### config.mk
export PLATFORM = sky130hd
export DESIGN_NAME = step_dir_rx
export DESIGN_NICKNAME = d
export VERILOG_FILES = /design/src/rtl/step_dir_rx.sv
export SDC_FILE = /design/constraint.sdc
export NUM_CORES = 1
export LEC_CHECK = 0
export BUFFER_PORTS_ARGS = -buffer_cell sky130_fd_sc_hd__buf_2
export CAP_MARGIN = 20
export CORE_ASPECT_RATIO = 1.25
export CORE_MARGIN = 2
export CORE_UTILIZATION = 56
export DETAILED_ROUTE_END_ITERATION = 12
export PLACE_DENSITY = 0.85
export SLEW_MARGIN = 30
export SYNTH_ARGS = -nofsm -noshare
export SYNTH_HDL_FRONTEND = slang
export SYNTH_SLANG_ARGS = --single-unit
### constraint.sdc
create_clock -name Clk -period 8.05 [get_ports Clk]
set_input_delay 1.61 -clock Clk [delete_from_list [all_inputs] [get_ports Clk]]
set_output_delay 1.61 -clock Clk [all_outputs]
set_load 0.03 [all_outputs]
### src/rtl/step_dir_rx.sv
// step_dir_rx: step/direction receiver with glitch filters, signed position count,
// MCU snapshot, reference-switch homing capture and sticky error flags.
//
//   state | meaning
//   IDLE  | homing capture disarmed
//   ARMED | next filtered Ref falling edge captures and zeroes the position
//   DONE  | capture taken, RefDone high until RefClr
module step_dir_rx #(
   parameter int CNT_W     = 16,
   parameter int FILT_LEN  = 4,
   parameter int DIR_SETUP = 2
) (
   input  logic             Clk,
   input  logic             gRst,
   input  logic             StepIn,
   input  logic             DirIn,
   input  logic             Ref,
   input  logic             PosLock,
   input  logic             DirRev,
   input  logic             CntEn,
   input  logic             CntClr,
   input  logic             RefEn,
   input  logic             RefClr,
   input  logic             ErrClr,
   output logic [CNT_W-1:0] PosCnt,
   output logic [CNT_W-1:0] PosLatch,
   output logic [CNT_W-1:0] RefPos,
   output logic             RefDone,
   output logic             StepStb,
   output logic             SetupErr,
   output logic             OvfErr
);
   localparam int FCNT_W = $clog2(FILT_LEN + 1);
   localparam int AGE_W  = (DIR_SETUP < 1) ? 1 : $clog2(DIR_SETUP + 1);
   localparam int BLANK  = FILT_LEN + 2;
   localparam int BLK_W  = $clog2(BLANK + 1);
   localparam logic [CNT_W-1:0] POS_MAX = {1'b0, {(CNT_W-1){1'b1}}};
   localparam logic [CNT_W-1:0] POS_MIN = {1'b1, {(CNT_W-1){1'b0}}};

   typedef enum logic [1:0] {IDLE, ARMED, DONE} home_t;
   home_t state, state_nxt;

   // bit order in the line vectors: 0 step, 1 dir, 2 ref, 3 lock (lock is unfiltered)
   logic [3:0]        sync1, sync2;
   logic [2:0]        filt, filt_nxt, filt_prev;
   logic [FCNT_W-1:0] fcnt     [3];
   logic [FCNT_W-1:0] fcnt_nxt [3];
   logic              lock_prev;
   logic [BLK_W-1:0]  blank_cnt;
   logic [AGE_W-1:0]  dir_age;
   logic live, step_rise, ref_fall, lock_rise, capture;
   logic dropped, step_ok, step_up, step_cnt, setup_hit, ovf_hit;

   always_comb begin
      for (int i = 0; i < 3; i++) begin
         filt_nxt[i] = filt[i];
         fcnt_nxt[i] = '0;
         if (sync2[i] != filt[i]) begin
            if (fcnt[i] == FCNT_W'(FILT_LEN - 1))
               filt_nxt[i] = sync2[i];
            else
               fcnt_nxt[i] = fcnt[i] + FCNT_W'(1);
         end
      end
   end

   assign live      = (blank_cnt == '0);
   assign step_rise = live & filt[0] & ~filt_prev[0];
   assign ref_fall  = live & ~filt[2] & filt_prev[2];
   assign lock_rise = live & sync2[3] & ~lock_prev;

   always_comb begin
      state_nxt = state;
      capture   = 1'b0;
      case (state)
         IDLE:    if (RefEn) state_nxt = ARMED;
         ARMED: begin
            if (ref_fall) begin
               capture   = 1'b1;
               state_nxt = DONE;
            end else if (!RefEn) begin
               state_nxt = IDLE;
            end
         end
         DONE:    if (RefClr) state_nxt = RefEn ? ARMED : IDLE;
         default: state_nxt = IDLE;
      endcase
   end

   assign dropped   = CntClr | capture;
   assign step_ok   = step_rise & ~dropped;
   assign step_up   = filt[1] ^ DirRev;
   assign step_cnt  = step_ok & CntEn;
   assign setup_hit = step_ok & (dir_age < AGE_W'(DIR_SETUP));
   assign ovf_hit   = step_cnt & (step_up ? (PosCnt == POS_MAX) : (PosCnt == POS_MIN));
   assign RefDone   = (state == DONE);

   always_ff @(posedge Clk) begin
      if (gRst) begin
         sync1     <= '0;
         sync2     <= '0;
         filt      <= '0;
         filt_prev <= '0;
         for (int i = 0; i < 3; i++) fcnt[i] <= '0;
         lock_prev <= 1'b0;
         blank_cnt <= BLK_W'(BLANK);
         dir_age   <= '0;
         state     <= IDLE;
         StepStb   <= 1'b0;
         PosCnt    <= '0;
         PosLatch  <= '0;
         RefPos    <= '0;
         SetupErr  <= 1'b0;
         OvfErr    <= 1'b0;
      end else begin
         sync1 <= {PosLock, Ref, DirIn, StepIn};
         sync2 <= sync1;
         filt  <= filt_nxt;
         for (int i = 0; i < 3; i++) fcnt[i] <= fcnt_nxt[i];
         // while blanked, history follows the new value so start-up transitions never look like edges
         filt_prev <= live ? filt : filt_nxt;
         lock_prev <= live ? sync2[3] : sync1[3];
         if (!live) blank_cnt <= blank_cnt - BLK_W'(1);
         if (filt_nxt[1] != filt[1])
            dir_age <= '0;
         else if (dir_age < AGE_W'(DIR_SETUP))
            dir_age <= dir_age + AGE_W'(1);
         state   <= state_nxt;
         StepStb <= step_rise;
         if (dropped)
            PosCnt <= '0;
         else if (step_cnt)
            PosCnt <= step_up ? PosCnt + CNT_W'(1) : PosCnt - CNT_W'(1);
         if (capture)   RefPos   <= PosCnt;
         if (lock_rise) PosLatch <= PosCnt;
         SetupErr <= (SetupErr & ~ErrClr) | setup_hit;
         OvfErr   <= (OvfErr & ~ErrClr) | ovf_hit;
      end
   end
endmodule
After elaboration in Yosys (flattened, before gate mapping)
Memories as Yosys holds them, arrays and structs flattened.
Cells that the tools add are included.

operators by class
  $lt $le $gt $ge = 1
  equality and inequality tests = 14
  add/subtract/negate cells = 7
  bitwise operators = 24
  muxes and demuxes = 30
  reduce and logical (&&, ||, !) cells = 5

operators by type and width
  kind                     count
  $mux W3                  10
  $add A16 B1 Y16 const B  1
  $eq A16 B15 Y1 const B   1
  $eq A16 B16 Y1 const B   1
  $mux W16                 1
  $sub A16 B1 Y16 const B  1
  $mux W1                  14
  $and A1 B1 Y1            12
  $add A3 B1 Y3 const B    3
  $eq A3 B2 Y1 const B     3
  $mux W2                  4
  $or A1 B1 Y1             6
  $pmux W2 S3              1
  $not A1 Y1               5
  $ne A1 B1 Y1             4
  $ne A2 B2 Y1 const B     2
  $reduce_or A2 Y1         2
  $logic_not A3 Y1         1
  $ne A3 B3 Y1 const B     1
  $reduce_and A3 Y1        1
  $sub A3 B1 Y3 const B    1
  $add A2 B1 Y2 const B    1
  $eq A2 B1 Y1 const B     1
  $eq A2 B2 Y1 const B     1
  other kinds (3)          3

storage, ports and cells
  memories kept = 1
  bits in registers = 73
  logic and storage cells = 96
  RAM bits = 9
  input bits = 12

memories
  memory  depth  width  rd ports  clocked after Yosys merged registers in  wr ports  RTL line  text
  fcnt    3      3      3         0                                        3         46        logic [FCNT_W-1:0] fcnt [3];

Longest topological paths before layout
  depth in word-level cells = 11
  gate-level depth with buffers = 11
  gate-level depth less buffers = 9

Least setup slack after synthesis
Ideal clock, no wire load.

  path kind = in2reg
  start point = input DirRev
  end point = register PosCnt[14]
  data required time = 7.922 ns
  arrival time = 3.948 ns
  path slack = 3.975 ns
  cell stages on the path = 11
  cell sequence = xor2_1 -> clkbuf_1 -> clkbuf_1 -> xnor2_1 -> ha_1 -> and4_1 -> nor2_1 -> a2111oi_2 -> mux2i_1 -> xor2_1 -> nor2_1

between the ends
  cells in the longest elaborated chain, start to end = 2

ends and longest elaborated chain
  element               RTL line  text
  start, declared       19        input logic DirRev,
  $xor A1 B1 Y1         92        assign step_up = filt[1] ^ DirRev;
  $mux W16              133       PosCnt <= step_up ? PosCnt + CNT_W'(1) : PosCnt - CNT_W'(1);
  end signal, assigned  133
  end, declared         25        output logic [CNT_W-1:0] PosCnt,

No other way between the ends.
A chain may end at the register's enable or synchronous reset.

Final worst setup path
Same ends and word-level chain as after synthesis.

==> results.md <==
- Yosys reg bits: 81
- Main synth FF type: dfxtp_1
- Ys Warns: 0
- Peak VDD IR: 192 uV
- Die H: 93.7 um
- Outcome: finished clean
- DR vias: between 3000 and 4000
- Worst setup path category: primary input to flop
- Ports: 64
- Commonest cells in the netlist: nand2_1 (84), dfxtp_1 (81), a21oi_1 (52), nor2_1 (42), clkbuf_1 (28)
- Initial drt markers: 399
- Crit end category: flop
- Worst Path Required: 8.27 ns
- Hold Path Class: flop to flop
- Final ANT Viol Nets: 0
- Slew HR: 52.2%
- Pwr Total: 778 uW
- Initial Utilization: roughly 58%
- Static Leak: ~0.0017 uW
- FP Rows: 32
- Synthesized net count: 470
- Clk_lat worst skew: around 0.35 ns
- RSZ-0062 raised after global routing: false
- PortBufs: 63
- Vias in the first global route: 3146
- Top cell type's share of synthesized area: 45.0%
- Pins Over Slew Limit: 0
- Initial antenna violation count: 0
- Nets@finish: 513
- PwrDens: 188 nW/um^2
- CTS root buf: clkbuf_8
- Fin. Hold Viols: 0
- Synth area leader: dfxtp_1
- Syn_area_per_cell: 8.03 sq um
- Largest net degree at the start of global routing: 62
- Top cells by area, synth: dfxtp_1 (45%), nand2_1 (8.7%), a21oi_1 (7.2%)
- Mapped cell area: 3610 sq um
- Post-synth ARST share: 0%
- Global-route wire length before repair: approximately 14 mm
- Hold-fix buffers, CTS: 0
- # diodes: 0
- Clock Sinks: 81
- Crit path launch type: primary input
- Cell variety after synth: 44
- Post_cts resized: 0
- GRT overflow: 0
- Seq/Total Area, Yosys: around 45%
- Critical path arrival: between 3 and 4 ns
- Share of cells above drive strength 1: 17.5%
- Total GRT Usage: 26.1%
- Synth-to-Final Area Change: 14.8%
- Via/cell ratio: 5.65
- Final GP Congestion: 0.906
- Horiz. Die Dim: 75.8 um
- Count leader, synth: nand2_1
- Max cap viols: 0
- EDFF count, synth: 0
- First-pass iteration count of the detailed router: 4
- CTS buffer count: 9
- Clk buf depth: 2
- Final Util: around two thirds
- Critical Path Fanout Max: 21
- Final setup fails: 0
- Final worst path period need: 3.68 ns
- CTS tree: done
- Setup TNS: 0 ns
- Worst slew pin tran: just over 0.7 ns
- Final wirelength: 8.51 mm
- DRC Markers: 0
- Fmax: 0.272 GHz
- Post-DP HPWL: 5.69 mm
- Routed WL per cell: 14.6 um
- Core Area: 6210 sq um
- Min Hold Slack: 0.420 ns
- Post-CTS Setup Bufs: 0
- Final worst path period share: a little under half
- Worst Skew: about 0.0053 ns
- Post-Syn Instances: approximately 450
- Die area: 7100 sq um
- Max H-tree Level: 3
- Clock slew at reported path FFs: 0.08 ns
worst paths after layout:
| check | from | endpoint | slack, ns | cells past startpoint |
|---|---|---|---|---|
| setup / recovery | DirRev | PosCnt[14] | 4.37 | 11 |
| hold / removal | fcnt[0][3] | fcnt[0][3] | 0.42 | 1 |
| setup reg to reg | blank_cnt[0] | PosCnt[5] | 4.99 | 8 |
| hold reg to reg | fcnt[0][3] | fcnt[0][3] | 0.42 | 1 |
per-stage QoR:
step	setup slack, ns	cells	instance area, sq um
after CTS	4.41	582	4140
after global placement	4.18	566	3920
after detailed placement	4.04	566	3920
final	4.37	582	4140
after global routing	4.25	582	4140
after floorplan	3.97	449	3610
report_power, final:
part	switching [uW]	internal [uW]	total [uW]
clock	144	184	328
combinational	22.7	15.5	38.2
sequential	4.46	408	412
total	171	607	778
state kept, by name (all words and copies together), names as in the netlist, 2 cells and up:
signal     count
PosLatch      16
fcnt           9
sync1          4
dir_age        2
PosCnt        16
filt           3
filt_prev      2
sync2          4
blank_cnt      3
RefPos        16
state          2
final cells by class:
cell class	instances	area (sq um)
Fill cell	518	2070
Multi-Input combinational cell	321	1800
Sequential cell	81	1620
Timing Repair Buffer	67	345
Clock buffer	12	145
Tap cell	85	106
Clock inverter	4	76.3
Inverter	12	45.0
cell usage in the layout (no fill, tap or decap), types with 6 or more instances in the layout:
master    synthesis  layout
nand3_1          12      12
dfxtp_1          81      81
or3_1             6       6
nor2b_1          12      12
ha_1              9       9
nor2_1           42      42
o21ai_0           7       7
clkbuf_8          0      10
mux2i_1           6       6
buf_2             7      63
inv_1            12      12
a21oi_1          52      52
nand2_1          84      84
xnor2_1          16      16
or4_1             7       7
nor3_1           10      10
nor4_1            9       9
cell families after synthesis:
family / count (synthesis) / share of synthesized area [%]
adders and majority gates: 9 / 3.12
buffers and inverters: 47 / 5.14
and+or+nand+nor: 208 / 27.7
xor gates and xnor gates: 20 / 4.86
AOI/OAI and AO/OA: 77 / 12.2
DFF: 81 / 45.0
muxes: 7 / 1.98
per-layer routing:
metal / global-route usage, % / vias up / wire length, um
met1: 33.3 / 1544 / 3560
met2: 41.6 / 121 / 4230
met5: 0 / - / 0
met3: 5.69 / 17 / 550
met4: 11.1 / 0 / 172
li1: - / 1607 / -
worst max-delay path, cell delays in order:
cell	delay (ns)
buf_2	0.10
xor2_1	0.15
buf_4	0.26
xnor2_1	0.16
ha_1	0.31
and4_1	0.31
nor2_1	0.10
a2111oi_2	0.38
mux2i_1	0.27
xor2_1	0.18
nor2_1	0.06
Power figures use the tool's default switching activity.
